<file path="config.mk">
export PLATFORM = sky130hd
export DESIGN_NAME = pipe_stage_elastic
export DESIGN_NICKNAME = d
export VERILOG_FILES = /design/src/rtl/pipe_stage_elastic.sv
export SDC_FILE = /design/constraint.sdc
export NUM_CORES = 1
export LEC_CHECK = 0
export ABC_CLOCK_PERIOD_IN_PS = 2000
export CAP_MARGIN = 25
export CORE_MARGIN = 2
export CORE_UTILIZATION = 36
export DETAILED_ROUTE_END_ITERATION = 10
export GPL_ROUTABILITY_DRIVEN = 0
export HOLD_SLACK_MARGIN = 0.12
export SLEW_MARGIN = 20
export SYNTH_ARGS = -nofsm -noshare
export SYNTH_HDL_FRONTEND = slang
export SYNTH_SLANG_ARGS = --single-unit
</file>
<file path="constraint.sdc">
create_clock -name clk -period 2 [get_ports clk]
set_input_delay 0.2 -clock clk [delete_from_list [all_inputs] [get_ports clk]]
set_output_delay 0.2 -clock clk [all_outputs]
set_load 0.1 [all_outputs]
</file>
<file path="src/rtl/pipe_stage_elastic.sv">
// Generic elastic pipeline boundary register: instr, pc and NUM_CH data
// channels behind a valid/ready handshake with a 2-entry skid buffer,
// a synchronous bubble-inserting flush and a saturating bubble counter.
module pipe_stage_elastic #(
    parameter int DATA_W = 32,
    parameter int NUM_CH = 4,
    parameter int CNT_W  = 16
) (
    input  logic                     clk,
    input  logic                     reset,
    input  logic                     flush,
    input  logic                     in_valid,
    output logic                     in_ready,
    input  logic [31:0]              in_instr,
    input  logic [31:0]              in_pc,
    input  logic [NUM_CH*DATA_W-1:0] in_data,
    output logic                     out_valid,
    input  logic                     out_ready,
    output logic [31:0]              out_instr,
    output logic [31:0]              out_pc,
    output logic [NUM_CH*DATA_W-1:0] out_data,
    output logic [CNT_W-1:0]         bubble_cnt
);

    localparam int DW = NUM_CH * DATA_W;

    // Occupancy: main-only or main+skid; skid-only can never be reached.
    typedef enum logic [1:0] {
        EMPTY = 2'd0,
        FULL  = 2'd1,
        SKID  = 2'd2
    } state_t;

    state_t            state_p1;
    state_t            state_nxt;

    logic              vld_p1;
    logic              skid_vld_p1;
    logic [31:0]       main_instr_p1;
    logic [31:0]       main_pc_p1;
    logic [DW-1:0]     main_data_p1;
    logic [31:0]       skid_instr_p1;
    logic [31:0]       skid_pc_p1;
    logic [DW-1:0]     skid_data_p1;
    logic [CNT_W-1:0]  bubble_cnt_p1;

    logic              push;
    logic              pop;
    logic              load_main_in;
    logic              load_main_skid;
    logic              load_skid_in;

    // Counter increment that sticks at all-ones instead of wrapping.
    function automatic logic [CNT_W-1:0] sat_inc(input logic [CNT_W-1:0] v);
        logic [CNT_W-1:0] one;
        one = {{(CNT_W-1){1'b0}}, 1'b1};
        return (v == {CNT_W{1'b1}}) ? v : v + one;
    endfunction

    assign vld_p1      = (state_p1 != EMPTY);
    assign skid_vld_p1 = (state_p1 == SKID);

    // in_ready is a pure function of registered state: no path from out_ready.
    assign in_ready   = !skid_vld_p1;
    assign out_valid  = vld_p1;
    assign out_instr  = vld_p1 ? main_instr_p1 : 32'd0;
    assign out_pc     = main_pc_p1;
    assign out_data   = main_data_p1;
    assign bubble_cnt = bubble_cnt_p1;

    assign push = in_valid & in_ready;
    assign pop  = vld_p1 & out_ready;

    // State register; reset and flush both return to EMPTY.
    always_ff @(posedge clk) begin
        if (reset) begin
            state_p1 <= EMPTY;
        end else begin
            state_p1 <= state_nxt;
        end
    end

    // Next-state and load-enable decode; flush overrides any transfer.
    always_comb begin
        state_nxt      = state_p1;
        load_main_in   = 1'b0;
        load_main_skid = 1'b0;
        load_skid_in   = 1'b0;
        case (state_p1)
            EMPTY: begin
                if (push) begin
                    state_nxt    = FULL;
                    load_main_in = 1'b1;
                end
            end
            FULL: begin
                if (push && pop) begin
                    load_main_in = 1'b1;
                end else if (push) begin
                    state_nxt    = SKID;
                    load_skid_in = 1'b1;
                end else if (pop) begin
                    state_nxt = EMPTY;
                end
            end
            SKID: begin
                if (pop) begin
                    state_nxt      = FULL;
                    load_main_skid = 1'b1;
                end
            end
            default: begin
                state_nxt = EMPTY;
            end
        endcase
        if (flush) begin
            state_nxt      = EMPTY;
            load_main_in   = 1'b0;
            load_main_skid = 1'b0;
            load_skid_in   = 1'b0;
        end
    end

    // Payload registers: change only on load; reset and flush zero them.
    always_ff @(posedge clk) begin
        if (reset || flush) begin
            main_instr_p1 <= 32'd0;
            main_pc_p1    <= 32'd0;
            main_data_p1  <= '0;
            skid_instr_p1 <= 32'd0;
            skid_pc_p1    <= 32'd0;
            skid_data_p1  <= '0;
        end else begin
            if (load_main_in) begin
                main_instr_p1 <= in_instr;
                main_pc_p1    <= in_pc;
                main_data_p1  <= in_data;
            end else if (load_main_skid) begin
                main_instr_p1 <= skid_instr_p1;
                main_pc_p1    <= skid_pc_p1;
                main_data_p1  <= skid_data_p1;
            end
            if (load_skid_in) begin
                skid_instr_p1 <= in_instr;
                skid_pc_p1    <= in_pc;
                skid_data_p1  <= in_data;
            end
        end
    end

    // Bubble counter: one per cycle without a live output word; flush keeps it.
    always_ff @(posedge clk) begin
        if (reset) begin
            bubble_cnt_p1 <= '0;
        end else if (!vld_p1) begin
            bubble_cnt_p1 <= sat_inc(bubble_cnt_p1);
        end
    end

endmodule

</file>
# == Word level (Yosys, flattened, before mapping) ==
# Cells that the tools add are included.
# classes
add_sub_neg,1
n_eq_ne,7
muxes,23
n_bitwise,4
reduce_logical,9
# ops
op,n
128-bit two-way mux,2
32-bit two-way mux,5
"16-bit by 1-bit adder with 16-bit output, second input constant",1
"16-bit == test, second input constant",1
2-bit two-way mux,5
1-bit two-way mux,9
2-bit one-hot mux with 3 select lines,1
"2-bit inequality test, second input constant",2
4-bit AND reduction,1
2-bit nonzero test,2
"3-bit inequality test, second input constant",1
1-bit AND,2
"2-bit by 1-bit == test with 1-bit output, second input constant",1
"2-bit == test, second input constant",1
2-bit logical NOT,1
"2-bit by 1-bit inequality test with 1-bit output, second input constant",1
1-bit inverter,2
1-bit one-hot mux with 2 select lines,1
2-bit AND reduction,1
2-bit OR reduction,1
1-bit logical AND,1
1-bit logical NOT,1
1-bit logical OR,1
# word_totals
regBits,402
inputBits,197
output_inout_bits,210
word_cells,52

# == Logic depth before layout (Yosys ltp) ==
# Gate-level depths: netlist (run 1).
# depth
depth_word,8
depth_mapped,6
ltp_nobuf,5

# == Worst setup path after synthesis (run 1) ==
# Ideal clock, no wire load.
# synth_timing
kind,register to output
from,register state_p1[1]
to,output port out_instr[22]
t_arrival_ns,2.681
required_time_ns,1.800
path_slack_ns,-0.881
path_stages_with_launch,6
n_path_buf,2
cell_sequence,dfxtp_1 > nor2_4 > inv_2 > clkbuf_1 > clkbuf_1 > and2_1
# synth_between
elab_chain_cells,2
# synth_lines
item,line_no,rtl
start: declaration,34,state_t state_p1;
start signal: assignment,79,state_p1 <= state_nxt;
2-bit nonzero test,60,assign vld_p1 = (state_p1 != EMPTY);
via out_valid,17,"output logic out_valid,"
32-bit two-way mux,66,assign out_instr = vld_p1 ? main_instr_p1 : 32'd0;
end: declaration,19,"output logic [31:0] out_instr,"
# The timed path passes the listed nets, and every way through them passes these cells.

# == Worst setup path after layout (run 1) ==
# layout_timing
from,register state_p1[0]
to,output port out_instr[7]
# layout_between
elab_chain_cells,2
# layout_lines
item,line_no
2-bit nonzero test,60
32-bit two-way mux,66
# Every way passes these cells.

==> summary by stage, run 1 <==
Route
Before antenna repair, the detailed router went through 5 iterations. The post-detailed-routing wire length is 48600 um. In this run, the number of DRC markers left after iteration 0 of detailed routing was 1009.

Once detail routing completed, the nets flagged for antenna violations numbered 0. Summing over every cut layer, the via total after detailed routing is 14399. The detail-routed via count per cell is around 5.2. After detailed routing, the average wire length per cell comes to 17.5 um. The count of unresolved DRC violations after routing is 0.

Timing
The final hold violation count was 0. The relative max-transition margin is 60.1%. The worst hold slack after final layout is 0.209 ns.

The post-route clock skew is 0.0125 ns. The final critical delay including setup and external delays is 1.96 ns. The measured slew at the worst slew-check pin is 0.598 ns.

Of the available clock period, the critical path in the final layout requires 98.0%. Setup repair after global routing could not meet its margin everywhere. Setup violations remaining at the end of the flow were counted as 0. In the final timing run, aggregate negative setup slack is 0 ns. The final worst-path setup slack is slightly below 0.04 ns. The timing-limited maximum frequency is 510 MHz. The final max-slew violation count is 0.

Pwr
After layout, the design draws a total of 18.6 mW. Summed over all cells, the static leakage comes to 7.59 nW. For this design the ratio of total power to cell area is 857 nW/um2. IR analysis of the VDD net gives a maximum drop of 0.000633 V.

Yosys
The primary flip-flop cell chosen by synthesis mapping is dfxtp_1. The fraction of synthesized cell area in xor and xnor cells is 0%. Yosys printed 0 warnings.

In the synthesized netlist, the number of instances is about 1800. The synthesized netlist contains 41 unique library cells. The summed instance area of the synthesized netlist is 15000 um2.

The synthesized netlist devotes a little under a fifth of its cell area to simple gates. Ranked by total cell area, the synthesized netlist is headed by dfxtp_1 (54%), nand2_1 (15%), a21oi_1 (13%). The top cell type by area accounts for between 50% and 60% of the synthesized area. The post-synthesis cell type with the largest combined area is dfxtp_1. The register bit count reported by yosys is roughly 400.

The synthesized netlist devotes 23.6% of its cell area to compound gates. The main combinational cell family by area after synthesis is compound AO/OA/AOI/OAI gates. The number of nets in the synthesized netlist is 2039.

Multiplexer cells account for 0.292% of the synthesized area. The average instance in the mapped netlist occupies 8.15 um2. Counting flops with an async set or reset pin after synthesis yields a share of 0%.

The register area share after synthesis is 53.6%. The count of flip-flops with a built-in enable after synthesis is 0. Of the total synthesized cell area, the portion taken by full adders, half adders and majority gates is 0.0834%.

Die
In this run the count of I/O pins placed on the die edge is 407. The floorplan step set the die width to 208 um. The die covers 43300 um2.

The floorplan step set the die height to 208 um. After floorplanning, the core was divided into 74 placement rows. The starting density of the core is between 30% and 40%.

The core region is 41000 um2.

Min path
The worst hold path class is primary input to flip-flop.

Finish
The core utilization of the finished layout is 53.0%. The synthesis-to-finish area growth is 44.7%. The area used by multi-input combinational logic is approximately 6400 um2. Registers take a little over 8000 um2.

At the end of the flow, the number of nets in the layout was roughly 2400. The number of fill cells in the layout is 3829. The most common library cell in the layout ignoring fill and taps is nand2_1. The ratio of cells with drive above 1 in the final layout is 18.3%. In the layout the commonest cells are nand2_1 (585), a21oi_1 (394), dfxtp_1 (385).

Clock tree
TritonCTS built the clock tree. For the worst-skew pair, the clock arrives at the later sink with an insertion delay of between 0.5 and 0.6 ns. The number of buffers created by CTS is 44. The number of sinks handled by clock tree synthesis is about 400. The number of buffers added to fix hold violations after cts is 0. The longest clock path from root to sink contains 3 buffers. The clock slew seen by the registers of the worst setup and hold paths is approximately 0.060 ns. The library cell used as clock root buffer is clkbuf_16. The H-tree was split into 2 levels.

GRT
The overall global routing resource usage is ~22%. The via count of the first global-routing pass came to between 10000 and 15000. The number of antenna violations at the first check in global routing came to 11.

The first-pass GRT wire length is 75500 um. For this run the aggregate overflow at the end of global routing stands at 0. Entering global routing, the biggest net connects 62 pins.

Critical path
The biggest fanout along the worst timing path is 18. The startpoint class of the critical path is a flip-flop. The critical path endpoint category is an output port. The path type of the worst setup path is flip-flop to output port. Data on the critical path arrives at its endpoint at roughly 1.8 ns.

The data required time at the worst endpoint is 1.80 ns.

Status
The run finished with clean final reports.

Placement
The number of I/O port buffers is 406. The post-place setup slack is about 0.018 ns. The half-perimeter wire length after placement is ~33000 um.

Flow run
The tool flagged a number of max-cap violations equal to 0.
==> where the power goes <==
group | total, mW | internal [mW] | switching, mW
Combinational | 1.97 | 0.727 | 1.24
Clock | 8.48 | 5.21 | 3.28
Sequential | 8.18 | 8.11 | 0.0693
Total | 18.6 | 14.0 | 4.59
==> synth_stat cells, types with 2 or more instances <==
cell,n
and2_1,32
buf_2,21
nor2b_1,5
nand4_1,4
nor3b_1,2
or3_1,7
buf_1,8
nor2_1,8
nand2b_1,4
a211oi_1,2
a22oi_1,192
o21ai_0,4
nand2_1,586
a21oi_1,395
or4_1,3
nor3_1,8
mux2_1,2
o31ai_1,5
clkbuf_1,127
nor4_1,2
dfxtp_1,402
nand3_1,3
==> registers in the layout, indices dropped and copies added, names as in the netlist <==
signal,flops
out_data,128
skid_pc_p1,32
out_pc,32
skid_data_p1,128
main_instr_p1,32
state_p1,2
bubble_cnt,16
skid_instr_p1,32
==> routing by layer <==
metal,part of all wire [%],vias up,track usage [%],routed length [um]
met4,3.5,2,10.5,1700
met1,42,6851,27.2,20600
li1,-,7059,-,-
met2,48,400,34.6,23100
met5,0.027,-,0,13
met3,6.4,87,5.27,3120
==> path summary, 6_finish.rpt <==
path                                        start                 to  slack [ns]  depth (start not counted)
worst max-delay path                  state_p1[0]       out_instr[7]        0.04                          5
worst min-delay path                   in_data[0]    skid_data_p1[0]        0.21                          3
worst max register to register      bubble_cnt[0]     bubble_cnt[14]        0.15                          5
worst min register to register  main_instr_p1[22]  main_instr_p1[22]        0.45                          2
==> layout make-up <==
cell class	instances	area share (%)
Clock inverter	13	0.887
Antenna cell	9	0.104
Multi-Input combinational cell	1281	29.6
Tap cell	532	3.06
Sequential cell	402	37.2
Timing Repair Buffer	476	22.9
Clock buffer	66	6.10
Inverter	2	0.0461
==> cell families (layout without fill, tap and decap cells) <==
group / after synthesis / after routing
compound gates: 604 / 604
fa+ha+maj: 1 / 1
buf+inv: 158 / 557
flops: 402 / 402
mux: 4 / 4
other cells: 0 / 9
simple gates: 672 / 672
==> per-stage QoR <==
step	std cells	area (um2)
6_report	2781	21700
5_1_grt	2781	21700
4_1_cts	2768	21600
3_5_place_dp	2689	20100
3_3_place_gp	2689	20100
2_1_floorplan	1841	15100
==> critical path, cell delays in order, from the launching register on <==
cell	delay, ns
dfxtp_4	0.36
nor2_4	0.19
inv_4	0.09
clkbuf_16	0.19
and2_2	0.21
buf_12	0.16
==> timing repair <==
action,4_1_cts,5_1_grt
pin swaps,0,1
buffers inserted,0,3
setup endpoints to repair,33,32
gates cloned,0,1
resized for setup,6,9
Power figures use the tool's default switching activity.
==> run 2, diff against run 1 <==
--- a/config.mk
+++ b/config.mk
@@ -5,13 +5,14 @@
 export SDC_FILE = /design/constraint.sdc
 export NUM_CORES = 1
 export LEC_CHECK = 0
-export ABC_CLOCK_PERIOD_IN_PS = 2000
+export ABC_CLOCK_PERIOD_IN_PS = 2300
 export CAP_MARGIN = 25
 export CORE_MARGIN = 2
 export CORE_UTILIZATION = 36
 export DETAILED_ROUTE_END_ITERATION = 10
 export GPL_ROUTABILITY_DRIVEN = 0
 export HOLD_SLACK_MARGIN = 0.12
+export SETUP_SLACK_MARGIN = 0.02
 export SLEW_MARGIN = 20
 export SYNTH_ARGS = -nofsm -noshare
 export SYNTH_HDL_FRONTEND = slang
==> constraint.sdc (replaced) <==
create_clock -name clk -period 2.3 [get_ports clk]
set_input_delay 0.23 -clock clk [delete_from_list [all_inputs] [get_ports clk]]
set_output_delay 0.23 -clock clk [all_outputs]
set_load 0.1 [all_outputs]
==> run 2 against run 1 <==
Cell count decreased by 1.3%. Core utilization down 1.6 points. Register-to-register slack improved by 0.23 ns. Clock skew down 0.0029 ns. Total power down 19%. Clock power is 25% lower. Sequential power down 13%. Non-clock buffer count shrank 23. Clock-buffer cell count grew 1.
==> summary by stage, run 2 (synthesis results as in run 1) <==
Route
The routed length on met2 is 22700 um (was 23100 um). The top metal layer carrying routed signals was met4 (was met5). The detail-routed via count per cell is 5.17 (was 5.18). The post-detailed-routing wire length is 47500 um (was 48600 um). The residual antenna-violating net count after detailed routing is 0 (unchanged). The count of unresolved DRC violations after routing is 0 (unchanged).

The met3 wire length is 3160 um (was 3120 um). The total number of vias came to 14176 (was 14399). The first-pass iteration count of the detailed router is 7 (was 5).

The iteration-0 DRC count of the detailed router is 937 (was 1009). The average wire per standard cell is 17.3 um (was 17.5 um). The detailed-route wire length on metal 1 came to 20100 um (was 20600 um).

Placement
The number of placed instances with taps included was 2670 (was 2689). The number of I/O port buffers is 406 (unchanged). The half-perimeter wire length after placement is 30900 um (was 32500 um). The instance area after placement was 19800 um2 (was 20100 um2).

The post-place setup slack was 0.137 ns (was 0.0176 ns).

GRT
The overall global routing resource usage is 21.0% (was 21.6%). The sum of overflow across all layers after global routing came to 0 (unchanged). The number of antenna violations at the first check in global routing is 7 (was 11). The first-pass GRT wire length is 73800 um (was 75500 um). The pin count of the biggest net entering global routing is 109 (was 62). The via count of the first global-routing pass was 13250 (was 13703).

Die
The area inside the core boundary is 41000 um2 (unchanged). The die width is 208 um (unchanged). The starting density of the core came to 36.6% (unchanged). The die area is 43300 um2 (unchanged). The chip height is 208 um (unchanged).

The site row count was 74 (unchanged). The boundary pin count came to 407 (unchanged).

Clock tree
The number of buffers inserted to repair setup after CTS was 0 (unchanged). The clock slew seen by the registers of the worst setup and hold paths is 0.06 ns (about the same). The number of buffers created by CTS is 43 (was 44).

The CTS tree was yes (unchanged). The library cell used as clock root buffer is clkbuf_16 (unchanged). The number of sinks handled by clock tree synthesis is 402 (unchanged).

The latest clock arrival within the worst-skew pair is 0.56 ns (about the same). The H-tree depth reported by CTS came to 2 (unchanged). The maximum clock insertion buffer count is 3 (unchanged).

Finish
The final-stage net count was 2381 (was 2405). The synthesis-to-finish area growth is 40.4% (was 44.7%). The number of non-filler instances in the completed layout is 2744 (was 2781). The most common library cell in the layout ignoring fill and taps is nand2_1 (unchanged). Leading cell types in the layout, fill and taps excluded: nand2_1 (585), a21oi_1 (394), dfxtp_1 (384) (was nand2_1 (585), a21oi_1 (394), dfxtp_1 (385)). The ratio of cells with drive above 1 in the final layout is 15.8% (was 18.3%). The area of all placed cells without fillers is 21100 um2 (was 21700 um2).

Timing
The final worst-path cycle share is 92.2%. The final hold violation count was 0 (unchanged). Timing would allow up to 471 MHz. The number of setup violations in the final report was 0 (unchanged). The measured slew at the worst slew-check pin came to 0.649 ns (was 0.598 ns). The final sum of negative setup slack is 0 ns (unchanged). Setup repair after global routing missed its margin: false (was true). The final worst-path setup slack came to 0.179 ns (was 0.0393 ns). The worst hold slack after final layout is 0.242 ns (was 0.209 ns). The final critical delay including setup and external delays is 2.12 ns. The relative max-transition margin is 56.6% (was 60.1%). The final max-slew violation count is 0 (unchanged). The post-route clock skew is 0.00966 ns (was 0.0125 ns).

Pwr
The internal power is 11.4 mW (was 14.0 mW). The power per unit of standard cell area is 720 nW/um2 (was 857 nW/um2). The part of the total power dissipated in sequential elements is 46.9% (was 43.9%).

The net switching fraction of the power is 25.0% (was 24.6%). The share of power burned in the clock network was 42.0% (was 45.5%). The reported net switching power is 3.80 mW (was 4.59 mW). The relative contribution of combinational cells to total power was 11.1% (was 10.6%).

The static leakage came to 7.27 nW (was 7.59 nW). The peak supply drop is 0.000391 V (was 0.000633 V).

Min path
The worst hold path stage count was 3 (unchanged). The worst hold path startpoint is in_data[126] (was in_data[0]). The end point of the worst hold path is skid_data_p1[126] (was skid_data_p1[0]).

The worst hold path class is primary input to flip-flop (unchanged).

Critical path
The startpoint class of the critical path is a flip-flop (unchanged). The launch point of the worst reg-to-reg path is bubble_cnt[0] (unchanged). The number of cell instances on the worst register-to-register path was 6 (was 5). The critical path endpoint category is an output port (unchanged). The data arrival at the endpoint of the critical path came to 1.89 ns (was 1.76 ns).

The slack of the worst reg-to-reg path is 0.38 ns (was 0.15 ns). The path type of the worst setup path is flip-flop to output port (unchanged). The data required time at the worst endpoint is 2.07 ns (was 1.80 ns). The biggest fanout along the worst timing path is 22 (was 18).

The end of the worst register-to-register path is bubble_cnt[3] (was bubble_cnt[14]).

Status
Result of the run: completed (unchanged).

Flow run
The number of max-cap violations is 0 (unchanged).
-- run 2: how the worst max path moves through the flow --
stage,from,to,slack [ns],depth (start not counted)
5_1_grt,state_p1[0],out_instr[8],0.07,6
3_3_place_gp,in_valid,out_pc[26],0.17,7
2_1_floorplan,bubble_cnt[1],bubble_cnt[4],0.1,6
3_5_place_dp,flush,out_pc[29],0.14,7
6_report,state_p1[1],out_instr[29],0.18,6
4_1_cts,state_p1[1],out_instr[2],0.04,6
-- run 2: layer usage --
layer	track usage, %	vias up
met5	0	-
li1	-	6992
met1	26.6	6704
met3	5.55	76
met2	34.2	404
met4	7.99	0
-- run 2: stage by stage --
stage               power [mW]  util, %
CTS                       15.4     51.3
global placement          8.93     48.2
floorplan                 8.18        -
detailed placement        8.94     48.2
global route              15.7     51.4
finish                    15.2     51.4
-- run 2: power groups by stage --
| stage | Combinational (mW) | Sequential [mW] | Clock, mW |
|---|---|---|---|
| floorplan | 0.443 | 7.73 | 0 |
| global placement | 1.67 | 7.27 | 0 |
| detailed placement | 1.68 | 7.27 | 0 |
| CTS | 1.68 | 7.12 | 6.56 |
| global route | 1.77 | 7.12 | 6.84 |
| finish | 1.68 | 7.12 | 6.38 |
-- run 2: final cells by class --
type | instances | area, um2
Sequential cell | 402 | 8070
Tap cell | 532 | 666
Multi-Input combinational cell | 1281 | 6390
Timing Repair Buffer | 453 | 4650
Fill cell | 3807 | 19900
Clock buffer | 67 | 1260
Antenna cell | 7 | 17.5
Inverter | 2 | 10.0
-- run 2: timing repair --
| action | in CTS | in global routing |
|---|---|---|
| hold buffers | 0 | 0 |
| resized for setup | 7 | 2 |
| endpoints found under the setup margin | 22 | 16 |
-- run 2: critical path, cell delays in order (launching register included) --
cell	delay [ns]
dfxtp_4	0.37
nor2_4	0.16
inv_4	0.08
buf_6	0.16
buf_8	0.16
and2_2	0.23
buf_12	0.17
==> run 3, diff against run 2 <==
--- a/config.mk
+++ b/config.mk
@@ -10,10 +10,10 @@
 export CORE_MARGIN = 2
 export CORE_UTILIZATION = 36
 export DETAILED_ROUTE_END_ITERATION = 10
+export DONT_BUFFER_PORTS = 1
 export GPL_ROUTABILITY_DRIVEN = 0
 export HOLD_SLACK_MARGIN = 0.12
 export SETUP_SLACK_MARGIN = 0.02
-export SLEW_MARGIN = 20
 export SYNTH_ARGS = -nofsm -noshare
 export SYNTH_HDL_FRONTEND = slang
 export SYNTH_SLANG_ARGS = --single-unit
==> run 3 against run 2 <==
Global-route usage decreased by 0.25 points. Critical path type unchanged. Maximum frequency decreased by 0.51%. Hold slack got worse by 0.11 ns. First-iteration DRC count increased by 22%. Die area unchanged. Via count increased by 3.8%. Setup slack got worse by 0.011 ns. Register-to-register slack got worse by 0.15 ns. Largest cell class unchanged.
==> summary by stage, run 3 (synthesis results as in run 1) <==
Timing
The post-route clock skew is 0.0268 ns (was 0.00966 ns). The final critical delay including setup and external delays is 2.13 ns (was 2.12 ns). The final worst-path setup slack is 0.168 ns (was 0.179 ns). The timing-limited maximum frequency is 469 MHz (was 471 MHz). The final sum of negative setup slack was 0 ns (unchanged). The number of setup violations in the final report is 0 (unchanged). The final worst-path cycle share is 92.7% (was 92.2%).

The relative max-transition margin was 48.8% (was 56.6%). The worst hold slack after final layout came to 0.135 ns (was 0.242 ns). The final max-slew violation count came to 0 (unchanged).

The final hold violation count is 0 (unchanged). The measured slew at the worst slew-check pin came to 0.765 ns (was 0.649 ns). Setup repair after global routing missed its margin: false (unchanged).

Pwr
The static leakage came to 7.36 nW (was 7.27 nW). The overall power after layout is 15.3 mW (was 15.2 mW). The peak supply drop is 0.000623 V (was 0.000391 V).

The power per unit of standard cell area is 718 nW/um2 (was 720 nW/um2).

Finish
The final-stage net count was 2410 (was 2381). Leading cell types in the layout, fill and taps excluded: nand2_1 (585), a21oi_1 (394), dfxtp_1 (384) (unchanged). The synthesis-to-finish area growth came to 42.4% (was 40.4%).

The number of non-filler instances in the completed layout is 2776 (was 2744). The sequential cell area is 8070 um2 (about the same). The most common library cell in the layout ignoring fill and taps is nand2_1 (unchanged). The area of all placed cells without fillers is 21400 um2 (was 21100 um2). The number of fill cells in the layout is 3678 (was 3807).

The core utilization of the finished layout was 52.1% (was 51.4%). The ratio of cells with drive above 1 in the final layout is 15.7% (was 15.8%). The area used by multi-input combinational logic is 6400 um2 (was 6390 um2).

GRT
The first-pass GRT wire length is 74300 um (was 73800 um). The number of antenna violations at the first check in global routing is 1 (was 7). The pin count of the biggest net entering global routing is 115 (was 109). The overall global routing resource usage is 20.7% (was 21.0%). The via count of the first global-routing pass is 14123 (was 13250).

The sum of overflow across all layers after global routing is 0 (unchanged).

Status
Result of the run: completed (unchanged).

Placement
The post-place setup slack is 0.170 ns (was 0.137 ns). The instance area after placement is 17600 um2 (was 19800 um2). The number of placed instances with taps included is 2464 (was 2670). The half-perimeter wire length after placement is 28600 um (was 30900 um). The number of I/O port buffers is 0 (was 406).

Route
The count of unresolved DRC violations after routing was 0 (unchanged). The first-pass iteration count of the detailed router came to 5 (was 7). The post-detailed-routing wire length is 47000 um (was 47500 um). The total number of vias is 14708 (was 14176). The iteration-0 DRC count of the detailed router is 1147 (was 937). The residual antenna-violating net count after detailed routing is 0 (unchanged). The detail-routed via count per cell is 5.30 (was 5.17). The average wire per standard cell is 16.9 um (was 17.3 um).

Critical path
The data required time at the worst endpoint is 2.07 ns (about the same). The path type of the worst setup path is flip-flop to output port (unchanged). The biggest fanout along the worst timing path is 15 (was 22).

The number of cell instances on the worst register-to-register path is 5 (was 6). The launch point of the worst reg-to-reg path was state_p1[1] (was bubble_cnt[0]). The data arrival at the endpoint of the critical path is 1.90 ns (was 1.89 ns).

The end of the worst register-to-register path is skid_data_p1[11] (was bubble_cnt[3]). The critical path endpoint category is an output port (unchanged). The startpoint class of the critical path is a flip-flop (unchanged). The slack of the worst reg-to-reg path is 0.23 ns (was 0.38 ns).

Clock tree
The maximum clock insertion buffer count is 3 (unchanged). The number of sinks handled by clock tree synthesis is 402 (unchanged). The number of buffers created by CTS is 43 (unchanged). The number of buffers inserted to repair setup after CTS came to 0 (unchanged). The latest clock arrival within the worst-skew pair was 0.56 ns (about the same). The clock slew seen by the registers of the worst setup and hold paths is 0.06 ns (about the same). The CTS tree is yes (unchanged). The library cell used as clock root buffer is clkbuf_16 (unchanged).

The H-tree depth reported by CTS came to 2 (unchanged).

Die
The die width was 208 um (unchanged). The site row count is 74 (unchanged). The chip height is 208 um (unchanged). The starting density of the core was 36.6% (unchanged). The die area is 43300 um2 (unchanged). The boundary pin count came to 407 (unchanged). The area inside the core boundary is 41000 um2 (unchanged).

Min path
The worst hold path stage count came to 4 (was 3). The worst hold path startpoint is flush (was in_data[126]). The end point of the worst hold path is skid_pc_p1[30] (was skid_data_p1[126]). The worst hold path class was primary input to flip-flop (unchanged).

Flow run
The number of max-cap violations is 0 (unchanged).
run 3: cell count changes in the layout (fill, tap and decap cells not counted), moves of 3 or more:
cell / before / now
clkdlybuf4s50_1: 196 / 0
clkbuf_8: 5 / 8
clkbuf_1: 17 / 13
buf_12: 60 / 51
dlygate4sd3_1: 0 / 233
clkinv_2: 0 / 8
diode_2: 7 / 1
run 3: final cells by class:
cell class                 instances  share of cell area [%]
sequential                       402                    37.7
multi-input combinational       1281                    29.9
timing repair buffer             482                    22.9
clock buffer                      64                    5.78
tap                              532                    3.11
clock inverter                    12                   0.515
inverter                           2                  0.0468
antenna                            1                  0.0117
run 3: worst max-delay path by stage:
stage	slack [ns]	start	cells after the start	to
floorplan	0.1	bubble_cnt[1]	6	bubble_cnt[4]
global route	0.07	state_p1[1]	5	skid_data_p1[4]
CTS	0.07	state_p1[0]	5	out_instr[31]
finish	0.17	state_p1[1]	5	out_instr[25]
global placement	0.30	state_p1[1]	5	skid_data_p1[14]
detailed placement	0.17	state_p1[1]	5	skid_data_p1[11]
run 3: power breakdown:
| group | switching (mW) | total [mW] | leakage [nW] | internal, mW |
|---|---|---|---|---|
| clock | 2.80 | 6.63 | 0.662 | 3.83 |
| combinational | 1.10 | 1.62 | 3.44 | 0.526 |
| sequential | 0.0375 | 7.09 | 3.26 | 7.06 |
run 3: critical path, stage by stage, from the launching register on:
cell       delay [ns]
dfxtp_2          0.37
nor2_4           0.19
inv_4            0.12
bufbuf_16        0.30
and2_2           0.21
buf_12           0.17
run 3: routing by layer:
metal  part of all wire [%]  vias up  GRT usage [%]
met3                    6.5      113           4.82
met5                      0        -              0
met4                    4.2        0           10.1
li1                       -     7057              -
met1                     40     7000           24.7
met2                     49      538           35.2
run 3: what timing repair did:
action,in CTS,in global routing
endpoints found under the hold margin,402,0
cloned,2,0
setup endpoints to repair,8,23
gates resized for setup,2,2
hold buffers,233,0
